File: config.mk
export PLATFORM = sky130hd
export DESIGN_NAME = seg_scan_driver
export DESIGN_NICKNAME = d
export VERILOG_FILES = /design/src/rtl/seg_scan_driver.sv
export SDC_FILE = /design/constraint.sdc
export NUM_CORES = 1
export LEC_CHECK = 0
export ABC_AREA = 1
export CAP_MARGIN = 20
export CORE_MARGIN = 1
export CORE_UTILIZATION = 48
export CTS_CLUSTER_SIZE = 12
export DETAILED_ROUTE_END_ITERATION = 8
export DONT_BUFFER_PORTS = 1
export GPL_TIMING_DRIVEN = 0
export PLACE_DENSITY_LB_ADDON = 0.25
export SYNTH_ARGS = -nofsm -noshare
export SYNTH_HDL_FRONTEND = slang
export SYNTH_SLANG_ARGS = --single-unit
File: constraint.sdc
create_clock -name clk -period 3.4 [get_ports clk]
set_input_delay 0.68 -clock clk [delete_from_list [all_inputs] [get_ports clk]]
set_output_delay 0.68 -clock clk [all_outputs]
set_load 0.01 [all_outputs]
File: src/rtl/seg_scan_driver.sv
// Six-digit multiplexed seven-segment scan driver.
// Captures six hex digits into a pending buffer on load. The digits move into
// the display buffer only at a frame boundary, so no frame mixes old and new
// digits. One digit is lit per CLK_DIV-cycle slot, d1 first.
// Ports:
//   clk, rst_n    - clock (rising edge) and async active-low reset
//   d1..d6        - digit values, d1 leftmost
//   load          - capture strobe for d1..d6
//   enable        - display on when high
//   seg           - segments {g,f,e,d,c,b,a}, active-low, registered
//   an            - anodes, an[5]=d1 .. an[0]=d6, active-low, registered
//   frame_done    - one-cycle pulse after the last slot of each frame
module seg_scan_driver #(
  parameter int unsigned CLK_DIV = 50000
) (
  input  logic       clk,
  input  logic       rst_n,
  input  logic [3:0] d1,
  input  logic [3:0] d2,
  input  logic [3:0] d3,
  input  logic [3:0] d4,
  input  logic [3:0] d5,
  input  logic [3:0] d6,
  input  logic       load,
  input  logic       enable,
  output logic [6:0] seg,
  output logic [5:0] an,
  output logic       frame_done
);

  localparam int unsigned CNT_W = (CLK_DIV > 1) ? $clog2(CLK_DIV) : 1;
  localparam logic [CNT_W-1:0] CNT_MAX = CNT_W'(CLK_DIV - 1);
  localparam logic [2:0] IDX_LAST = 3'd5;
  localparam logic [6:0] SEG_OFF = 7'h7F;
  localparam logic [5:0] AN_OFF = 6'h3F;

  logic [CNT_W-1:0] cnt, cnt_nxt;
  logic [2:0]       idx, idx_nxt;
  // Entry [0] holds d1, entry [5] holds d6.
  logic [5:0][3:0]  pending, pending_nxt;
  logic [5:0][3:0]  display, display_nxt;
  logic [5:0][3:0]  live;
  logic [3:0]       sel_digit;
  logic [6:0]       seg_nxt;
  logic [5:0]       an_nxt;
  logic             tick;
  logic             frame_end;

  assign live      = {d6, d5, d4, d3, d2, d1};
  assign tick      = enable && (cnt == CNT_MAX);
  assign frame_end = tick && (idx == IDX_LAST);

  // Hex digit to active-low gfedcba pattern.
  function automatic logic [6:0] decode(input logic [3:0] v);
    logic [6:0] s;
    case (v)
      4'h0:    s = 7'h40;
      4'h1:    s = 7'h79;
      4'h2:    s = 7'h24;
      4'h3:    s = 7'h30;
      4'h4:    s = 7'h19;
      4'h5:    s = 7'h12;
      4'h6:    s = 7'h02;
      4'h7:    s = 7'h78;
      4'h8:    s = 7'h00;
      4'h9:    s = 7'h10;
      4'hA:    s = 7'h08;
      4'hB:    s = 7'h03;
      4'hC:    s = 7'h46;
      4'hD:    s = 7'h21;
      4'hE:    s = 7'h06;
      default: s = 7'h0E;
    endcase
    return s;
  endfunction

  // Prescaler, scan index and digit buffer next-state.
  always_comb begin
    cnt_nxt     = cnt;
    idx_nxt     = idx;
    pending_nxt = load ? live : pending;
    display_nxt = display;
    if (!enable) begin
      // Parked at slot 0 so re-enable lights d1 for a full period.
      cnt_nxt     = '0;
      idx_nxt     = '0;
      display_nxt = pending;
    end else if (tick) begin
      cnt_nxt = '0;
      if (idx == IDX_LAST) begin
        idx_nxt     = '0;
        // A load on the boundary edge goes straight to the display.
        display_nxt = load ? live : pending;
      end else begin
        idx_nxt = idx + 3'd1;
      end
    end else begin
      cnt_nxt = cnt + CNT_W'(1);
    end
  end

  // Digit selected by the current scan slot.
  always_comb begin
    sel_digit = display[0];
    case (idx)
      3'd1:    sel_digit = display[1];
      3'd2:    sel_digit = display[2];
      3'd3:    sel_digit = display[3];
      3'd4:    sel_digit = display[4];
      3'd5:    sel_digit = display[5];
      default: sel_digit = display[0];
    endcase
  end

  // Pin values, registered one cycle behind idx/display.
  always_comb begin
    seg_nxt = SEG_OFF;
    an_nxt  = AN_OFF;
    if (enable) begin
      seg_nxt = decode(sel_digit);
      case (idx)
        3'd0:    an_nxt = 6'b011111;
        3'd1:    an_nxt = 6'b101111;
        3'd2:    an_nxt = 6'b110111;
        3'd3:    an_nxt = 6'b111011;
        3'd4:    an_nxt = 6'b111101;
        3'd5:    an_nxt = 6'b111110;
        default: an_nxt = AN_OFF;
      endcase
    end
  end

  always_ff @(posedge clk or negedge rst_n) begin
    if (!rst_n) begin
      cnt        <= '0;
      idx        <= '0;
      pending    <= '0;
      display    <= '0;
      seg        <= SEG_OFF;
      an         <= AN_OFF;
      frame_done <= 1'b0;
    end else begin
      cnt        <= cnt_nxt;
      idx        <= idx_nxt;
      pending    <= pending_nxt;
      display    <= display_nxt;
      seg        <= seg_nxt;
      an         <= an_nxt;
      frame_done <= frame_end;
    end
  end

endmodule

==> metrics.txt <==
CTS Buf Count 9; WP data required 3670 ps; R2R Setup Slk 1140 ps; Die Footprint 8940 um^2; post-route ant nets 0; # port buffers 0; area growth from synthesis to layout 7.97%; synth top area cells dfrtp_1 41%, nand2_1 13%, dfstp_2 8.3%; final estimated routing congestion in global placement 0.835; Final Max Tran Viols 0; dpl cells 616; top-count cell post-synth nand2_1; Initial Utilization 49.8%; CTS tree done; status completed; die width 94.6 um; Hold WC Path Type input pin to async pin; CP endpoint kind flop; Worst R2R Start idx[1]; clk_skew 11.7 ps; EDFF count, synth 0; CTS resizes 0; IR drop worst, VDD 232 uV; GR Overflow Total 0; initial antenna violation count 0; WL final 8880 um; Final Setup Violations 0; vias in the first global route 3094; share of cells above drive strength 1 11.0%; Clk pin slew, worst setup/hold paths 90 ps; clk sinks 81; Warnings, synthesis 0; Antenna diodes 0; Max Cap Viol 0; Nets 560; register area share after synthesis 49.7%; share of the synthesized area in the top cell type 41.4%; main flop type after synthesis dfrtp_1; Yosys top cell by area dfrtp_1; number of DRC markers in iteration 0 223; PwrDens 464 nW/um^2; most frequent cells after synthesis 146 x nand2_1, 68 x dfrtp_1, 57 x inv_1, 54 x o21ai_0, 41 x nor2_1; Die Ht 94.6 um; HPWL Detailed 6400 um; syn nets 548; CP max FO 7; drt drc 0; Gate Count Post-Synth 511; DR vias/cell 5.23; vias 3309; Post-Layout Cell Count 633; core area 8260 um^2; Final Cycle Share 66.5%; Mapped Area 4110 um^2; Rel. slew slack 66.0%; flops & latches, synth 81; RSZ-0062 raised after global routing no; Final WS setup 1140 ps; first-pass GRT wire length 15100 um; fillcell total 804; Leak Pwr 2.09 nW; worst-skew pair later-pin latency 350 ps; I/O pin cnt 42; DRT Pass-1 Iters 5; Syn Area/Cell 8.05 um^2; crit path from idx[1]; deepest clock path buffer count 2; setup TNS 0 ps; Fin. Hold Viols 0; detailed-route wire length per cell 14.0 um; row cnt 33; f_max 443 MHz; Slew @ Worst Pin 510 ps; post-placement worst setup slack 1160 ps; CP startpoint kind flop; Total Routing Usage GR 22.1%; H-tree Lvls 3; root buffer cell clkbuf_8; Period minus WS final 2260 ps; crit path DAT 2530 ps; Core Util, Final 53.8%; largest net degree at the start of global routing 82; total power 2.06 mW; kind of critical path flop to flop; Synth cell types 35; asr flop ratio synth 100%
==> power by group <==
part | internal [mW] | total, mW | leakage, nW | switching [mW]
Combinational | 0.0970 | 0.267 | 0.987 | 0.170
Sequential | 1.06 | 1.11 | 1.00 | 0.0480
Clock | 0.336 | 0.682 | 0.0998 | 0.346
Total | 1.49 | 2.06 | 2.09 | 0.564
==> layout by cell type (no fill, tap or decap), types with 2 or more instances in the layout <==
cell,n
a21oi_1,6
nor3_1,8
nand2_1,146
o21ai_1,20
nor2_1,41
buf_2,3
clkinv_2,4
ha_1,9
buf_6,5
dfrtp_1,68
dfstp_2,13
nand3_2,4
clkbuf_8,10
clkbuf_1,13
nand2_2,2
o21ai_0,54
nand3_1,27
xnor2_1,2
nand2_4,2
o21ai_2,5
nor4_1,5
nand4_1,8
inv_1,57
==> repair_timing <==
item / 4_1_cts / 5_1_grt
buffers inserted: 0 / 0
endpoints found under the hold margin: 0 / 4
hold buffers: 0 / 1
==> state kept, by name (all words and copies together) (netlist names) <==
register / count
cnt: 16
seg: 7
frame_done: 1
idx: 3
display: 24
an: 6
pending: 24
==> cell families after synthesis <==
| family | Yosys count | synth area share, % |
|---|---|---|
| compound gates | 87 | 11.3 |
| simple gates | 251 | 27.0 |
| fa+ha+maj | 9 | 2.74 |
| xor+xnor | 3 | 0.639 |
| buf+inv | 80 | 8.64 |
| flops | 81 | 49.7 |
==> worst max-delay path: stages, from the launching register on <==
cell     delay [ps]
dfrtp_1         490
nand2_1         110
inv_1            60
ha_1            200
inv_1            70
nand2_2         110
or2_2           280
nand2_1         190
inv_1           120
ha_1            240
nand3_2         100
nand3_1          80
nand2_1          90
nand2_1          50
==> per-layer routing <==
layer,routed length [um],global-route usage (%),vias to the layer above
met1,4340,32.2,1551
li1,-,-,1665
met2,4060,33.8,87
met4,73,7.20,0
met3,401,3.30,6
met5,0,0,-
==> final timing paths <==
check / to / cells after the start
min in group clk: cnt[0] / 1
max in group asynchronous: cnt[4] / 1
worst min register to register: cnt[0] / 1
worst max register to register: seg[3] / 13
worst min-delay path: cnt[14] / 0
worst max-delay path: seg[3] / 13
==> area by class of cell <==
cell class	count	area (um^2)	share of cell area [%]
Clock buffer	10	128	2.87
Inverter	58	218	4.90
Buffer	22	138	3.10
Clock inverter	6	58.8	1.32
Multi-Input combinational cell	350	1710	38.6
Sequential cell	81	2040	46.0
Tap cell	105	131	2.96
Timing Repair Buffer	1	10.0	0.225
==> per-stage QoR <==
stage	cell area [um^2]	hold WS, ps
after floorplan	4110	384
after global placement	4240	386
after detailed placement	4240	386
after CTS	4430	0.200
after global routing	4440	2.09
final	4440	26.6
No activity file was read; power rests on OpenSTA's default activity.
